[config.mk]
export PLATFORM = sky130hd
export DESIGN_NAME = voice_mixer
export DESIGN_NICKNAME = d
export VERILOG_FILES = /design/src/rtl/voice_mixer.sv
export SDC_FILE = /design/constraint.sdc
export NUM_CORES = 1
export LEC_CHECK = 0
export BUFFER_PORTS_ARGS = -buffer_cell sky130_fd_sc_hd__buf_2
export CORE_UTILIZATION = 68
export CTS_BUF_LIST = sky130_fd_sc_hd__clkbuf_8
export DETAILED_ROUTE_END_ITERATION = 8
export GPL_TIMING_DRIVEN = 0
export PLACE_DENSITY_LB_ADDON = 0.3
export SYNTH_ARGS = -nofsm -noshare
export SYNTH_HDL_FRONTEND = slang
export SYNTH_SLANG_ARGS = --single-unit
[constraint.sdc]
create_clock -name clk_in -period 22 [get_ports clk_in]
set_input_delay 3.3 -clock clk_in [delete_from_list [all_inputs] [get_ports clk_in]]
set_output_delay 3.3 -clock clk_in [all_outputs]
set_load 0.03 [all_outputs]
[src/rtl/voice_mixer.sv]
// voice_mixer: enveloped multi-voice sample mixer, one shared multiplier, saturating PWM sample per frame
module voice_mixer #(
  parameter int NUM_VOICES    = 5,
  parameter int SAMPLE_W      = 8,
  parameter int OUT_W         = 8,
  parameter int SAMPLE_PERIOD = 4536,
  parameter int ENV_STEP      = 4,
  parameter int MIX_SHIFT     = 2
) (
  input  logic                             clk_in,
  input  logic                             rst_in,
  input  logic                             update_in,
  input  logic [NUM_VOICES-1:0]            voice_on_in,
  input  logic [6:0]                       velocity_in [NUM_VOICES],
  input  logic [SAMPLE_W-1:0]              sample_in [NUM_VOICES],
  output logic [OUT_W-1:0]                 pwm_data_out,
  output logic                             pwm_data_ready_out,
  output logic [$clog2(NUM_VOICES+1)-1:0]  active_voices_out,
  output logic [7:0]                       clip_count_out
);
  localparam int CNT_W = $clog2(SAMPLE_PERIOD);
  localparam int IDX_W = $clog2(NUM_VOICES);
  localparam int AV_W  = $clog2(NUM_VOICES + 1);
  localparam int PRD_W = SAMPLE_W + 9;
  localparam int ACC_W = PRD_W + IDX_W;
  localparam int MIX_W = ACC_W + OUT_W + 1;
  localparam logic [6:0] STEP = 7'(ENV_STEP);
  localparam logic [SAMPLE_W:0] MID = (SAMPLE_W + 1)'(1 << (SAMPLE_W - 1));
  localparam logic signed [MIX_W-1:0] OUT_MID = MIX_W'(1 << (OUT_W - 1));
  localparam logic signed [MIX_W-1:0] OUT_MAX = MIX_W'((1 << OUT_W) - 1);

  typedef enum logic [1:0] {IDLE, MAC, FINISH} state_t;

  state_t                     state_q, state_d;
  logic [CNT_W-1:0]           cnt_q, cnt_d;
  logic [IDX_W-1:0]           idx_q, idx_d;
  logic [NUM_VOICES-1:0]      on_q, on_d;
  logic [6:0]                 target_q [NUM_VOICES];
  logic [6:0]                 target_d [NUM_VOICES];
  logic [6:0]                 gain_q [NUM_VOICES];
  logic [6:0]                 gain_d [NUM_VOICES];
  logic [SAMPLE_W-1:0]        snap_q [NUM_VOICES];
  logic [SAMPLE_W-1:0]        snap_d [NUM_VOICES];
  logic signed [ACC_W-1:0]    acc_q, acc_d, term;
  logic signed [SAMPLE_W:0]   diff;
  logic signed [PRD_W-1:0]    prod;
  logic signed [MIX_W-1:0]    mix;
  logic [OUT_W-1:0]           pwm_q, pwm_d;
  logic                       ready_q, ready_d;
  logic [7:0]                 clip_q, clip_d;
  logic [AV_W-1:0]            av_q, av_d;
  logic                       tick, start, last, clip;

  function automatic logic [6:0] env_step(input logic [6:0] g, input logic [6:0] t);
    return g < t ? (t - g <= STEP ? t : g + STEP) : (g - t <= STEP ? t : g - STEP);
  endfunction

  assign tick  = cnt_q == CNT_W'(SAMPLE_PERIOD - 1);
  assign start = tick && state_q == IDLE;
  assign last  = idx_q == IDX_W'(NUM_VOICES - 1);

  always_ff @(posedge clk_in)
    if (!rst_in) state_q <= IDLE;
    else         state_q <= state_d;

  always_comb begin
    state_d = IDLE;
    case (state_q)
      IDLE:    state_d = tick ? MAC : IDLE;
      MAC:     state_d = last ? FINISH : MAC;
      default: state_d = IDLE;
    endcase
  end

  always_comb begin
    cnt_d = tick ? '0 : cnt_q + CNT_W'(1);
    on_d  = update_in ? voice_on_in : on_q;
    for (int i = 0; i < NUM_VOICES; i++) begin
      target_d[i] = update_in ? (voice_on_in[i] ? velocity_in[i] : 7'd0) : target_q[i];
      gain_d[i]   = state_q == FINISH ? env_step(gain_q[i], target_q[i]) : gain_q[i];
      snap_d[i]   = start ? sample_in[i] : snap_q[i];
    end
    // offset-binary sample to signed, scaled by gain/128
    diff  = {1'b0, snap_q[idx_q]} - MID;
    prod  = PRD_W'(diff) * PRD_W'($signed({1'b0, gain_q[idx_q]}));
    term  = ACC_W'(prod) >>> 7;
    acc_d = start ? '0 : state_q == MAC ? acc_q + term : acc_q;
    idx_d = start ? '0 : state_q == MAC ? idx_q + IDX_W'(1) : idx_q;
  end

  always_comb begin
    mix     = MIX_W'(acc_q >>> MIX_SHIFT) + OUT_MID;
    clip    = mix[MIX_W-1] || mix > OUT_MAX;
    pwm_d   = state_q != FINISH ? pwm_q : mix[MIX_W-1] ? '0 : clip ? '1 : mix[OUT_W-1:0];
    ready_d = state_q == FINISH;
    clip_d  = state_q == FINISH && clip && clip_q != 8'hff ? clip_q + 8'd1 : clip_q;
    av_d    = '0;
    for (int i = 0; i < NUM_VOICES; i++)
      av_d = av_d + AV_W'(on_q[i] || gain_q[i] != 7'd0);
  end

  always_ff @(posedge clk_in) begin
    if (!rst_in) begin
      cnt_q    <= '0;
      idx_q    <= '0;
      on_q     <= '0;
      target_q <= '{default: '0};
      gain_q   <= '{default: '0};
      snap_q   <= '{default: '0};
      acc_q    <= '0;
      pwm_q    <= OUT_W'(1 << (OUT_W - 1));
      ready_q  <= 1'b0;
      clip_q   <= '0;
      av_q     <= '0;
    end else begin
      cnt_q    <= cnt_d;
      idx_q    <= idx_d;
      on_q     <= on_d;
      target_q <= target_d;
      gain_q   <= gain_d;
      snap_q   <= snap_d;
      acc_q    <= acc_d;
      pwm_q    <= pwm_d;
      ready_q  <= ready_d;
      clip_q   <= clip_d;
      av_q     <= av_d;
    end
  end

  assign pwm_data_out       = pwm_q;
  assign pwm_data_ready_out = ready_q;
  assign active_voices_out  = av_q;
  assign clip_count_out     = clip_q;
endmodule

Yosys cells after proc, flatten, opt, wreduce, memory -nomap -nowiden
Index checks and enable logic that the tools add are counted.
{ "classes": {"addsub": 30, "mul": 1, "order_cmp": 17, "n_eq_ne": 6, "mux": 31, "n_bitwise": 2, "n_reduce_logical": 17} }
{ "op_table": {"columns": ["operator", "count"], "rows": [
  ["$mux W7", 22],
  ["$le A7 B3 Y1 const B", 10],
  ["$sub A7 B7 Y7", 10],
  ["$add A7 B3 Y7 const B", 5],
  ["$lt A7 B7 Y1", 5],
  ["$reduce_bool A7 Y1", 5],
  ["$sub A7 B3 Y7 const B", 5],
  ["$mux W8", 4],
  ["$bmux W8 S3", 1],
  ["$bmux W7 S3", 1],
  ["$add A20 B20 Y20", 1],
  ["$add A18 B9 Y19 const B", 1],
  ["$gt A19 B9 Y1 const B", 1],
  ["$mul A9 B8 Y17", 1],
  ["$add A13 B1 Y13 const B", 1],
  ["$eq A13 B13 Y1 const B", 1],
  ["$sub A8 B8 Y9 const B", 1],
  ["$add A8 B1 Y8 const B", 1],
  ["$ne A8 B8 Y1 const B", 1],
  ["$add A3 B1 Y3", 2],
  ["$logic_or A1 B1 Y1", 6],
  ["$ge A4 B4 Y1 const B", 1],
  ["$not A3 Y4", 1],
  ["$pmux W2 S2", 1],
  ["other kinds (13)", 16]
]} }
{ "totals": {"reg_bits": 173, "wordCells": 128} }

Depth between registers and ports, before layout
Gate-level depths: netlist of the first run.
{ "logic_depth": {"ltp_word": 7, "depth_mapped": 36, "ltp_nobuf": 33} }

Worst setup path after synthesis of the first run
OpenSTA, ideal clock, no wires.
{ "synth_path": {"path_type": "reg2reg", "startpoint": "register idx_q[0]", "endpoint": "register acc_q[19]", "setup_ps": 59, "arrival_ps": 8278, "path_slack_ps": 13663, "path_stages_with_launch": 32, "n_path_buf": 3, "cell_sequence": "dfxtp_1 -> buf_6 -> buf_2 -> buf_1 -> mux4_2 -> a22oi_1 -> inv_1 -> nand2_1 -> fa_1 -> inv_1 -> fa_1 -> fa_1 -> inv_1 -> fa_1 -> inv_1 -> ha_1 -> a21o_1 -> a21o_1 -> a21oi_1 -> nor3b_1 -> o21ai_1 -> a2111oi_1 -> nor2_1 -> ha_1 -> a21o_1 -> a21o_1 -> a21o_1 -> o31ai_1 -> o21ai_0 -> or4_4 -> a211o_1 -> nand2_1"} }
{ "synth_via": {"elab_chain_cells": 7, "word_cells_on_any_way": 10} }
{ "synth_lines": {"columns": ["element", "line_no", "rtl"], "rows": [
  ["start, declared", "36", "logic [IDX_W-1:0] idx_q, idx_d;"],
  ["start signal, assigned", "117", "idx_q <= idx_d;"],
  ["$not A3 Y4 (implied by the code) (*)", "84, 85", null],
  ["$bmux W8 S3", "84", "diff = {1'b0, snap_q[idx_q]} - MID;"],
  ["$mux W8 (implied by the code) (2 in a row)", "84", null],
  ["$sub A8 B8 Y9", "84", null],
  ["$mul A9 B8 Y17 (*)", "85", "prod = PRD_W'(diff) * PRD_W'($signed({1'b0, gain_q[idx_q]}));"],
  ["$add A20 B20 Y20 (*)", "87", "acc_d = start ? '0 : state_q == MAC ? acc_q + term : acc_q;"],
  ["end signal, assigned", "110", "acc_q <= '0;"],
  ["end signal, assigned", "122", "acc_q <= acc_d;"],
  ["end, declared", "44", "logic signed [ACC_W-1:0] acc_q, acc_d, term;"]
]} }
Every way passes the cells marked *; elsewhere a longest branch is shown, timed or not. The select of a mux whose other input is x is not followed.
A chain may end at the register's enable or synchronous reset.

Worst setup path in the final report of the first run
Same ends and word-level chain as after synthesis.

==> impl_metrics.ini, run 1 <==
[outcome]
status = finished, final reports clean

[pwr]
p_per_area_mw_per_mm2 = 45.1
swShare = 0.297
power_uw = 654
ir_worst_vdd_mv = 0.0725
pwr-share-comb = 0.126
p_int_uw = 460
power.share.clock = 0.384
pwr-share-seq = 0.490
p_switching_uw = 194
leakagePower_nw = 6.12

[sta]
postLayoutSetupSlackWorst_ps = 11950
fin_setup_tns_ps = 0
fin_crit_ps = 10050
setup_viol = 0
finalHoldViolCount = 0
slew_headroom = 0.126
worstMarginPinSlew_ps = 1300
rsz0062_at_grt = no
fmax_ghz = 0.0995
clock-skew-final_ps = 14.5
final-max-slew-violation-count = 0
finalCritPeriodShare = 0.457

[cells_and_area]
fillers = 1403
final_layout_size_suffix_gt1_frac = 0.102
n_antenna_cell = 0
final_cells = 2017
final_nets = 2016
area_delta_synth_final_pct = 9.65

[worst_hold_path]
hold_depth = 2
hold_path_class = flop to flop

[yosys]
synth_xor_xnor_area_share = 0.0503
synthDominantCellAreaShare = 0.262
ys_async_sr_fraction = 0
synth_flop_cell = dfxtp_1
synth_area_leader_cell = dfxtp_1
synthAdderAreaFrac = 0.207
synth_top_family_by_area = adder cells
synthTopCellsByArea = dfxtp_1 (26%), ha_1 (13%), fa_1 (7.6%)
synth-edff-count = 0
synth_mux_area_frac = 0.0385
yosysWarnings = 0
synth_compound_area_frac = 0.197
syn-num-nets = 1895
synthCells = 1623
synth-seq-cells = 173
syn_avg_cell_area_sq_um = 8.16
synth_cell_types = 78
synth_seq_area_share = 0.262
synth-simple-area-share = 0.177
synth_area_sq_mm = 0.0132

[die]
rows = 50
die_h_um = 142
core_sq_mm = 0.0189
chipWidth_um = 142
io_pins = 103
dieArea_sq_mm = 0.0200
start_util = 0.701

[setup_path]
crit_arrival_ps = 10490
required_ps = 22440
crit_path_end_kind = flop
rr_worst_depth = 31
start_kind = flop
max_stage_delay_ps = 760
crit_slowest_cell = a2111oi_1
critical_path_class = flop to flop
worstPathMaxFanout = 11
cp_common_cell = a21o_1

[route]
wl_mm = 36.7
route.met2.wl_mm = 16.7
met1_length_mm = 15.3
wl_met3_mm = 3.53
top_layer = met4
avgRoutedWirePerCell_um = 18.2
num_vias = 12500
dr.first_iter.drc_count = 1042
drc = 0
via_per_inst = 6.19
drt.antenna.violating_nets = 0
dr.pass1.iters = 6

[clock_tree]
clockBufferDepth = 2
clockRootBuffer = clkbuf_8
cts_setup_buffers = 0
postCtsHoldBufs = 0
ctsResizeCount = 0
cts_buffers = 17
cts.clk_slew.worst_paths_ps = 110
cts_sinks = 173
clk_latency_ps = 490
tritoncts = built
h-tree-depth = 4

[grt]
grt_max_degree = 19
grt_pass1_wl_mm = 58.6
grt_overflow_total = 0
antenna_found_initial = 0
grt_use_total = 0.372
grt_pass1_vias = 12000

[placed_design]
place_ws_ps = 12110
place_inst = 1985
portBuffers = 102
dp_hpwl_mm = 27.8
place.gp.congestion = 0.963

[run]
max_cap_viol_count = 0
-- power groups by stage --
stage | Combinational (mW) | Sequential (mW) | Clock, mW
floorplan | 0.0547 | 0.327 | 0
global placement | 0.0773 | 0.327 | 0
detailed placement | 0.0793 | 0.328 | 0
CTS | 0.0800 | 0.320 | 0.250
global route | 0.0889 | 0.321 | 0.264
finish | 0.0822 | 0.320 | 0.251
-- metal layers --
| layer | global-route usage | vias to the layer above |
|---|---|---|
| li1 | - | 5819 |
| met1 | 0.489 | 5906 |
| met2 | 0.604 | 651 |
| met3 | 0.0715 | 118 |
| met4 | 0.143 | 0 |
| met5 | 0 | - |
-- through the flow --
step           instance area [sq um]  hold WS (ps)   util
2_1_floorplan                  13200           418      -
3_3_place_gp                   14100           432  0.745
3_5_place_dp                   14100           441  0.745
4_1_cts                        14500           460  0.768
5_1_grt                        14500           479  0.768
6_report                       14500           459  0.768
-- registers in the layout (all words and copies together), names as in the netlist --
name	cells
pwm_data_ready_out	1
cnt_q	13
state_q	2
idx_q	3
acc_q	20
pwm_data_out	8
snap_q	40
target_q	35
gain_q	35
clip_count_out	8
on_q	5
active_voices_out	3
-- logic make-up (layout without fill, tap and decap cells) --
kind of cell / after synthesis / after routing
simple gates: 514 / 514
flops: 173 / 173
buf+inv: 238 / 372
mux: 34 / 34
fa+ha+maj: 189 / 189
compound gates: 399 / 399
xor+xnor: 76 / 76
-- placed cells by master (no fill, tap or decap), drive strengths merged, types with 39 or more instances in the layout --
master,Yosys,final
a21oi,122,122
a22oi,46,46
buf,12,114
clkbuf,52,70
dfxtp,173,173
fa,50,50
ha,139,139
inv,174,180
nand2,169,169
nand3,44,44
nor2,164,164
o21ai,66,66
xor2,39,39
-- critical path: cells and delay by family, from the launching register on --
family | cells | cell delay, ps
compound gates | 12 | 3440
fa+ha+maj | 6 | 2990
buf+inv | 7 | 1600
simple gates | 6 | 1600
flops | 1 | 360
-- final cells by class --
type	count	area (sq um)	share of cell area
buffer	64	250	0.0172
timing repair buffer	102	510	0.0352
tap	260	325	0.0224
clock buffer	18	248	0.0171
sequential	173	3460	0.239
inverter	174	653	0.0450
multi-input combinational	1212	8870	0.611
clock inverter	14	194	0.0134
-- cells in the mapped netlist, drive strengths merged, types with 5 or more instances --
master and n:
a211o 6, a211oi 9, a21boi 8, a21o 16, a21oi 122, a221oi 12
a22oi 46, a31oi 17, and2 20, and3 14, buf 12, clkbuf 52
dfxtp 173, fa 50, ha 139, inv 174, mux2 5, mux2i 16
mux4 13, nand2 169, nand2b 9, nand3 44, nand4 9, nor2 164
nor2b 13, nor3 26, nor4 5, nor4b 5, o211ai 11, o21a 24
o21ai 66, o21bai 7, o22ai 10, o31ai 9, o32ai 6, or2 13
or3 7, xnor2 37, xor2 39
-- final timing paths --
path / end / start / slack, ps
setup / recovery: acc_q[19] / idx_q[0] / 11950
hold / removal: snap_q[22] / snap_q[22] / 460
setup reg to reg: acc_q[19] / idx_q[0] / 11950
hold reg to reg: snap_q[22] / snap_q[22] / 460
Power figures use the tool's default switching activity.
==> inputs of run 2 (changes only) <==
--- a/config.mk
+++ b/config.mk
@@ -6,7 +6,7 @@
 export NUM_CORES = 1
 export LEC_CHECK = 0
 export BUFFER_PORTS_ARGS = -buffer_cell sky130_fd_sc_hd__buf_2
-export CORE_UTILIZATION = 68
+export CORE_UTILIZATION = 63
 export CTS_BUF_LIST = sky130_fd_sc_hd__clkbuf_8
 export DETAILED_ROUTE_END_ITERATION = 8
 export GPL_TIMING_DRIVEN = 0
==> constraint.sdc (replaced) <==
create_clock -name clk_in -period 9.77 [get_ports clk_in]
set_input_delay 1.4655 -clock clk_in [delete_from_list [all_inputs] [get_ports clk_in]]
set_output_delay 1.4655 -clock clk_in [all_outputs]
set_load 0.03 [all_outputs]
==> run 2 against run 1 <==
Effect of this change:
- maximum frequency is 7.3% higher
- global-route usage is 3.5 points lower
- flip-flop and latch count stayed put
- clock power is 120% higher
- critical path depth stayed put
- register-to-register slack worse by 12000 ps
- largest power group unchanged
- utilization is 5.7 points lower
==> impl_metrics.ini, run 2 (synthesized netlist as in run 1, its figures left out) <==
[outcome]
status = finished, final reports clean

[sta]
rsz0062_at_grt = no
fin_crit_ps = 9370
fin_setup_tns_ps = 0
setup_viol = 0
final-max-slew-violation-count = 0
worstMarginPinSlew_ps = 1210
slew_headroom = 0.185
finalCritPeriodShare = 0.959
finalHoldViolCount = 0
clock-skew-final_ps = 13.7
fmax_ghz = 0.107

[clock_tree]
h-tree-depth = 4
postCtsHoldBufs = 0
cts_buffers = 17
cts.clk_slew.worst_paths_ps = 100
clockBufferDepth = 2
tritoncts = built
clockRootBuffer = clkbuf_8
clk_latency_ps = 480
cts_sinks = 173
cts_setup_buffers = 0

[cells_and_area]
final_nets = 2015
reg_top3 = snap_q: 40 flops, gain_q: 35 flops, target_q: 35 flops
area_delta_synth_final_pct = 9.77
n_antenna_cell = 0
largest_register = snap_q
final_layout_size_suffix_gt1_frac = 0.108
fin_area_sq_mm = 0.0145
largest_reg_flops = 40
layout_common_cells = inv_1 (173), dfxtp_1 (173), nand2_1 (169)
final_util = 0.711

[route]
num_vias = 12300
wl_mm = 35.9
drt.antenna.violating_nets = 0
drc = 0
dr.first_iter.drc_count = 1026
dr.pass1.iters = 8
via_per_inst = 6.08
avgRoutedWirePerCell_um = 17.7

[grt]
grt_pass1_vias = 11800
grt_overflow_total = 0
antenna_found_initial = 0
grt_pass1_wl_mm = 58.0
grt_use_total = 0.337
grt_max_degree = 19

[setup_path]
crit_arrival_ps = 9800
required_ps = 10200
critPathLaunch = idx_q[0]
critical_path_class = flop to flop
endpoint = acc_q[19]
r2r_slack_ps = 400
max_stage_delay_ps = 580
r2r_end = acc_q[19]
worstReg2RegStart = idx_q[0]
cp_common_cell = a21o_1
start_kind = flop
worstPathMaxFanout = 11
crit_path_end_kind = flop
rr_worst_depth = 31
crit_slowest_cell = a2111oi_2

[pwr]
ir_worst_vdd_mv = 0.0825
leakagePower_nw = 6.12
pwr-share-comb = 0.128
pwr-share-seq = 0.498
p_per_area_mw_per_mm2 = 99.6
p_int_mw = 1.02
swShare = 0.293
power.share.clock = 0.374
p_switching_uw = 424

[placed_design]
dp_hpwl_mm = 27.8
place.gp.congestion = 0.920
postPlaceCellArea_sq_mm = 0.0141
portBuffers = 102

[run]
max_cap_viol_count = 0

[die]
die_h_um = 147
core_sq_mm = 0.0204
chipWidth_um = 147
io_pins = 103
rows = 52
start_util = 0.648
dieArea_sq_mm = 0.0216

[worst_hold_path]
hold_path_class = flop to flop
==> run 2: changes by cell type in the layout (fill, tap and decap cells not counted), sizes merged <==
cell           previous run  this run
inv                     180       184
clkbuf                   70        69
clkinv                    5         3
clkinvlp                  1         0
buf                     114       112
clkdlybuf4s15             0         1
==> run 2: critical path: cells and delay by family (launching register included) <==
family / cells / cell delay (ps)
and+or+nand+nor: 6 / 1420
DFF: 1 / 360
AOI/OAI and AO/OA: 12 / 3320
buffers and inverters: 7 / 1450
adders and majority gates: 6 / 2750
==> run 2: area by class of cell <==
class,instances,area (sq um)
buffer,63,255
clock buffer,17,234
clock inverter,15,174
fill,1629,5900
inverter,174,653
multi-input combinational,1212,8900
sequential,173,3460
tap,270,338
timing repair buffer,102,510
==> run 2: what timing repair did <==
| item | 4_1_cts | 5_1_grt |
|---|---|---|
| endpoints found under the setup margin | 1 | 1 |
| pin swaps | 0 | 1 |
| gates resized for setup | 4 | 6 |
==> run 2: how the worst min path moves through the flow <==
stage,end,slack (ps),start,cells after the start
after floorplan,cnt_q[0],420,cnt_q[0],1
after global placement,cnt_q[0],430,cnt_q[0],1
after detailed placement,snap_q[23],440,snap_q[23],2
after CTS,snap_q[23],460,snap_q[23],2
after global routing,snap_q[20],480,snap_q[20],2
final,pwm_data_out[4],460,pwm_data_out[4],2
==> run 2: metrics by stage <==
step	hold WS, ps	std cells	power [mW]	setup slack (ps)
floorplan	418	1623	0.860	1430
global placement	431	1995	0.910	-129
detailed placement	443	1995	0.916	-260
CTS	457	2026	1.44	74.3
global route	476	2026	1.49	8.48
finish	457	2026	1.45	400
==> run 2: layer usage <==
layer / routed length, um / track usage / up-vias
met1: 14900 / 0.436 / 5864
met5: 0 / 0 / -
met3: 3230 / 0.0680 / 107
met2: 16600 / 0.549 / 530
li1: - / - / 5825
met4: 1220 / 0.140 / 0
==> run 2: power by group through the flow <==
stage	Combinational, mW	Sequential, mW	Clock (mW)
finish	0.185	0.721	0.541
global route	0.202	0.723	0.568
CTS	0.181	0.721	0.541
detailed placement	0.179	0.737	0
global placement	0.172	0.737	0
floorplan	0.123	0.737	0
